File: src/rtl/pipe_ctrl_pkg.sv
// Shared types and constants for the pipeline hazard controller.
package pipe_ctrl_pkg;

    typedef enum logic [1:0] {
        ST_RUN      = 2'd0,
        ST_MEM_WAIT = 2'd1,
        ST_DRAIN    = 2'd2,
        ST_HALTED   = 2'd3
    } state_t;

    localparam logic [1:0] DRAIN_CYCLES = 2'd2;

endpackage

File: src/rtl/load_use_detect.sv
// Flags an ID instruction that reads the destination of a load still in EX.
module load_use_detect #(
    parameter int ADDR_LEFT = 4
) (
    input  logic [ADDR_LEFT:0] i_rs_s2,
    input  logic [ADDR_LEFT:0] i_rt_s2,
    input  logic               i_uses_rs_s2,
    input  logic               i_uses_rt_s2,
    input  logic               i_sel_mem_s3,
    input  logic               i_rw_s3,
    input  logic [ADDR_LEFT:0] i_waddr_s3,
    output logic               o_load_use
);

    logic w_rs_hit;
    logic w_rt_hit;
    logic w_load_dst;

    // x0 is hardwired to zero, so a load targeting it never creates a dependency.
    assign w_load_dst = i_sel_mem_s3 & i_rw_s3 & (i_waddr_s3 != {(ADDR_LEFT+1){1'b0}});
    assign w_rs_hit   = i_uses_rs_s2 & (i_rs_s2 == i_waddr_s3);
    assign w_rt_hit   = i_uses_rt_s2 & (i_rt_s2 == i_waddr_s3);
    assign o_load_use = w_load_dst & (w_rs_hit | w_rt_hit);

endmodule

File: src/rtl/pipe_hazard_ctrl.sv
// Pipeline hazard controller: memory stalls, halt drain, branch flush and load-use stall.
module pipe_hazard_ctrl
    import pipe_ctrl_pkg::*;
#(
    parameter int REG_WORDS = 32,
    parameter int ADDR_LEFT = $clog2(REG_WORDS) - 1,
    parameter int CNT_BITS  = 16
) (
    input  logic                clk,
    input  logic                rst_,
    input  logic [ADDR_LEFT:0]  rs_s2,
    input  logic [ADDR_LEFT:0]  rt_s2,
    input  logic                uses_rs_s2,
    input  logic                uses_rt_s2,
    input  logic                sel_mem_s3,
    input  logic                rw_s3,
    input  logic [ADDR_LEFT:0]  waddr_s3,
    input  logic                branch_taken_s3,
    input  logic                mem_req_s4,
    input  logic                mem_ack,
    input  logic                halt_s4,
    output logic                stall_pc,
    output logic                hold_if_id,
    output logic                hold_id_ex,
    output logic                hold_ex_mem,
    output logic                bubble_id_ex,
    output logic                bubble_mem_wb,
    output logic                flush_if_id,
    output logic                halted,
    output logic [CNT_BITS-1:0] stall_cnt
);

    state_t              r_state;
    state_t              w_next_state;
    logic [1:0]          r_drain_cnt;
    logic [1:0]          w_drain_next;
    logic [CNT_BITS-1:0] r_stall_cnt;
    logic                w_load_use;
    logic                w_mem_stall;

    load_use_detect #(.ADDR_LEFT(ADDR_LEFT)) u_load_use_detect (
        .i_rs_s2      (rs_s2),
        .i_rt_s2      (rt_s2),
        .i_uses_rs_s2 (uses_rs_s2),
        .i_uses_rt_s2 (uses_rt_s2),
        .i_sel_mem_s3 (sel_mem_s3),
        .i_rw_s3      (rw_s3),
        .i_waddr_s3   (waddr_s3),
        .o_load_use   (w_load_use)
    );

    assign w_mem_stall = mem_req_s4 & ~mem_ack;
    assign stall_cnt   = r_stall_cnt;

    // Next-state and control decode from current state and stage inputs.
    always_comb begin
        w_next_state  = r_state;
        w_drain_next  = r_drain_cnt;
        stall_pc      = 1'b0;
        hold_if_id    = 1'b0;
        hold_id_ex    = 1'b0;
        hold_ex_mem   = 1'b0;
        bubble_id_ex  = 1'b0;
        bubble_mem_wb = 1'b0;
        flush_if_id   = 1'b0;
        halted        = 1'b0;
        case (r_state)
            ST_RUN: begin
                if (w_mem_stall) begin
                    stall_pc      = 1'b1;
                    hold_if_id    = 1'b1;
                    hold_id_ex    = 1'b1;
                    hold_ex_mem   = 1'b1;
                    bubble_mem_wb = 1'b1;
                    w_next_state  = ST_MEM_WAIT;
                end else if (halt_s4) begin
                    stall_pc     = 1'b1;
                    flush_if_id  = 1'b1;
                    bubble_id_ex = 1'b1;
                    w_drain_next = DRAIN_CYCLES;
                    w_next_state = ST_DRAIN;
                end else if (branch_taken_s3) begin
                    // The squashed ID instruction cannot cause a load-use stall.
                    flush_if_id  = 1'b1;
                    bubble_id_ex = 1'b1;
                end else if (w_load_use) begin
                    stall_pc     = 1'b1;
                    hold_if_id   = 1'b1;
                    bubble_id_ex = 1'b1;
                end else begin
                    w_next_state = ST_RUN;
                end
            end
            ST_MEM_WAIT: begin
                if (!mem_ack) begin
                    stall_pc      = 1'b1;
                    hold_if_id    = 1'b1;
                    hold_id_ex    = 1'b1;
                    hold_ex_mem   = 1'b1;
                    bubble_mem_wb = 1'b1;
                end else begin
                    w_next_state = ST_RUN;
                end
            end
            ST_DRAIN: begin
                // A memory stall freezes the drain; the ID/EX bubble would conflict with its hold.
                if (w_mem_stall) begin
                    stall_pc      = 1'b1;
                    hold_if_id    = 1'b1;
                    hold_id_ex    = 1'b1;
                    hold_ex_mem   = 1'b1;
                    bubble_mem_wb = 1'b1;
                end else begin
                    stall_pc     = 1'b1;
                    flush_if_id  = 1'b1;
                    bubble_id_ex = 1'b1;
                    if (r_drain_cnt <= 2'd1) begin
                        w_drain_next = 2'd0;
                        w_next_state = ST_HALTED;
                    end else begin
                        w_drain_next = r_drain_cnt - 2'd1;
                    end
                end
            end
            ST_HALTED: begin
                halted       = 1'b1;
                stall_pc     = 1'b1;
                flush_if_id  = 1'b1;
                bubble_id_ex = 1'b1;
            end
            default: begin
                w_next_state = ST_RUN;
                w_drain_next = 2'd0;
            end
        endcase
    end

    // State and drain counter registers.
    always_ff @(posedge clk or negedge rst_) begin
        if (!rst_) begin
            r_state     <= ST_RUN;
            r_drain_cnt <= 2'd0;
        end else begin
            r_state     <= w_next_state;
            r_drain_cnt <= w_drain_next;
        end
    end

    // Saturating count of PC-stall cycles.
    always_ff @(posedge clk or negedge rst_) begin
        if (!rst_) begin
            r_stall_cnt <= {CNT_BITS{1'b0}};
        end else if (stall_pc && (r_stall_cnt != {CNT_BITS{1'b1}})) begin
            r_stall_cnt <= r_stall_cnt + {{(CNT_BITS-1){1'b0}}, 1'b1};
        end else begin
            r_stall_cnt <= r_stall_cnt;
        end
    end

endmodule

File: config.mk
export PLATFORM = sky130hd
export DESIGN_NAME = pipe_hazard_ctrl
export DESIGN_NICKNAME = d
export VERILOG_FILES = /design/src/rtl/pipe_ctrl_pkg.sv /design/src/rtl/load_use_detect.sv /design/src/rtl/pipe_hazard_ctrl.sv
export SDC_FILE = /design/constraint.sdc
export NUM_CORES = 1
export LEC_CHECK = 0
export ABC_AREA = 1
export CAP_MARGIN = 30
export CORE_MARGIN = 2
export CORE_UTILIZATION = 25
export CTS_CLUSTER_DIAMETER = 50
export DETAILED_ROUTE_END_ITERATION = 12
export PLACE_DENSITY_LB_ADDON = 0.3
export SYNTH_ARGS = -nofsm -noshare
export SYNTH_HDL_FRONTEND = slang
export SYNTH_HIERARCHICAL = 1
export SYNTH_SLANG_ARGS = --single-unit
File: constraint.sdc
create_clock -name clk -period 1.5 [get_ports clk]
set_input_delay 0.3 -clock clk [delete_from_list [all_inputs] [get_ports clk]]
set_output_delay 0.3 -clock clk [all_outputs]
set_load 0.01 [all_outputs]
==> results.md <==
- Cell chain of the critical path: inv_4, ha_4, inv_4, nor2_4, nand3_2, nand2_2, nand2_1, inv_1, buf_2
- Stages on worst setup path: 9
- Post-synth EDFFs: 0
- Worst-case clock buffer depth: 2
- Pins Over Slew Limit: 0
- Critical Path Start Type: register
- Setup-failing EPs final: 26
- CP delay by family, top: flip-flops
- Complex-gate fraction of the synthesized area: under 10%
- Critical Path AT: about 1.6 ns
- Tmin final: approximately 1.9 ns
- VDD IR max: 0.000456 V
- CP required: around 1.2 ns
- Largest family of logic cells by synthesized area: simple AND/OR/NAND/NOR gates
- Worst slew margin: approximately four fifths
- DR vias/cell: about 4.3
- Mux cell area share after synthesis: 0%
- Starting density of the core: between 20% and 30%
- Hold WC Path Type: input pin to async pin
- Wire length of the first global-routing pass: slightly above 7000 µm
- Antenna diodes: 0
- Clock sinks: 20
- All-Layer GR Usage: a little under an eighth
- Die height: ~86 µm
- H-tree depth: 1
- Drt first-iter violations: slightly below 70
- Core footprint: 6420 µm²
- Initial antenna violation count: 0
- DR WL/cell: just over 10 µm
- Vias post-DR: about 1,900
- Hold buffer count at CTS: 0
- Dpl hpwl: approximately 3400 µm
- Ys Warns: 6
- Fin. Hold Viols: 0
- Power Dens Cells: between 1000 and 1500 nW/µm²
- Synthesized Nets: 302
- CTS tree: yes
- Async set-or-reset flop fraction in the synthesized netlist: 100%
- Crit path kind: register to primary output
- Boundary Pins: 49
- Mapped Area: 1670 µm²
- Area share of fa/ha/maj cells after synthesis: approximately 6.7%
- Router iterations before antenna repair: 9
- Synth Area in Simple Gates: a little over two fifths
- Failing checks: DRC, setup timing
- Routability-driven placement congestion ratio: a little over 0.8
- Worst Path Buf+Inv: 4
- Status: complete, but fails checks
- Global route total overflow: 0
- Layout cells sized above 1: approximately two fifths
- Primary FF master, synth: dfrtp_1
- Xor/xnor share of the synthesized area: 3.67%
- Unrepaired setup endpoints after global routing: true
- Period utilization: 125%
- Slowest-stage cell, CP: dfrtp_2
- Cells after DPL: between 400 and 500
- Layout area overhead: 74.6%
- Clock insertion delay at the later pin of the skew report: around 0.26 ns
- Drt total wl: 4600 µm
- Fill count: about 640
- Post-route ant nets: 0
- Port bufs: 48
- Die footprint: ~7400 µm²
- Synth cell types: 24
- Sequential area share after synthesis: between 20 and 30%
- Achievable Freq: around 0.53 GHz
- Overall power: 3.84 mW
- MaxCap Viol Count: 0
- Inserted Clock Buffers: 3
- Mapped Avg Cell Area: 6.23 µm²
- Post-route DRC violation count: 4
- Area of the multi-input gates: about 1200 µm²
- Worst reg-to-reg path cell count: 11
- Critical Path Sink Type: primary output
- Final Skew: between 0.008 and 0.009 ns
- Crit-path most repeated cell: inv_4
- Final WS setup: -0.374 ns
- Largest net degree at the start of global routing: 21
- Leak pwr: ~1.5 nW
- Final #Nets: between 400 and 500
- Mapped Cells: 268
- Die X-Extent: ~86 µm
- Number of global-route vias before repair: between 1,500 and 2,000
- Register area: 510 µm²
- Worst Tran Pin Value: around 0.27 ns
- Post-synthesis register bit count: 20
- Worst-path fanout max: 5
- Num rows: 29
- Clk slew on worst S/H paths: 0.08 ns
- Crit path largest cell delay: between 0.4 and 0.5 ns
- Fin cells: between 400 and 500
- Clk root buf: clkbuf_8
-- registers in the layout (all words and copies together), names as in the netlist --
signal and count:
r_drain_cnt 2, stall_cnt 16, r_state 2
-- power breakdown --
group,total [mW],switching (mW),internal (mW)
Clock,0.423,0.189,0.234
Combinational,2.65,1.28,1.37
Sequential,0.767,0.107,0.661
Total,3.84,1.58,2.26
-- cell usage in the layout (no fill, tap or decap), types with 7 or more instances in the layout --
cell type,netlist,final
nand2_1,106,89
buf_6,0,15
buf_4,2,36
clkdlybuf4s50_1,0,17
nand2_2,2,16
dfrtp_2,0,8
dlygate4sd2_1,0,7
o21ai_1,0,8
dfrtp_1,20,12
nor2_1,30,21
nand3_2,1,9
buf_2,0,14
nor2_2,0,8
nand3_1,16,8
inv_1,36,28
-- synth_stat cells (2+ instances only) --
cell | n | area share, %
a21oi_1 | 8 | 2.4
buf_4 | 2 | 0.90
dfrtp_1 | 20 | 30
ha_1 | 9 | 6.7
inv_1 | 36 | 8.1
inv_2 | 4 | 0.90
nand2_1 | 106 | 24
nand2_2 | 2 | 0.75
nand3_1 | 16 | 4.8
nand3b_1 | 2 | 0.90
nand4_1 | 6 | 2.2
nor2_1 | 30 | 6.7
nor3_1 | 2 | 0.60
o21ai_0 | 10 | 3.0
xnor2_1 | 6 | 3.1
-- timing repair --
item                                    in CTS  in global routing
resized for setup                          123                 69
pin swaps                                   27                 32
endpoints found under the setup margin      42                 29
cloned                                       0                  1
endpoints found under the hold margin        0                  0
setup buffers                               19                  2
-- per-stage QoR --
| step | hold slack (ns) | setup WS, ns | TNS, ns | instance area (µm²) | utilization, % |
|---|---|---|---|---|---|
| after floorplan | 0.00441 | -0.0257 | -0.147 | 1700 | - |
| after global placement | 0.501 | -1.07 | -20.36 | 2480 | 38.6 |
| after detailed placement | 0.504 | -1.11 | -21.05 | 2480 | 38.6 |
| after CTS | 0.376 | -0.354 | -5.59 | 2700 | 42.1 |
| after global routing | 0.403 | -0.440 | -7.32 | 2920 | 45.4 |
| final | 0.369 | -0.374 | -4.97 | 2920 | 45.4 |
-- path summary, 6_finish.rpt --
path	slack, ns	to	from
worst min-delay path	0.37	stall_cnt[1]	rst_
worst max register to register	-0.22	stall_cnt[8]	r_state[1]
max in group asynchronous	0.89	stall_cnt[12]	rst_
min in group clk	0.52	r_drain_cnt[0]	r_drain_cnt[0]
worst max-delay path	-0.37	hold_if_id	r_state[1]
worst min register to register	0.52	r_drain_cnt[0]	r_drain_cnt[0]
-- layout make-up --
type / count / share of cell area (%)
Clock buffer: 4 / 1.89
Inverter: 41 / 6.13
Multi-Input combinational cell: 204 / 42.2
Sequential cell: 20 / 17.5
Tap cell: 77 / 3.30
Timing Repair Buffer: 98 / 29.0
-- metal layers --
metal  global-route usage (%)  wire, µm  up-vias
li1                         -         -     1035
met1                     15.2      2070      847
met2                     20.9      2400       28
met3                    0.577        97        4
met4                     4.18        38        0
met5                        0         0        -
-- cell families (layout without fill, tap and decap cells) --
logic type / count (synthesis) / after routing
xor gates and xnor gates: 7 / 7
buffers and inverters: 44 / 143
and+or+nand+nor: 167 / 167
adders and majority gates: 9 / 9
DFF: 20 / 20
AOI/OAI and AO/OA: 21 / 21
Note: power is estimated with default switching activity, not from simulation.
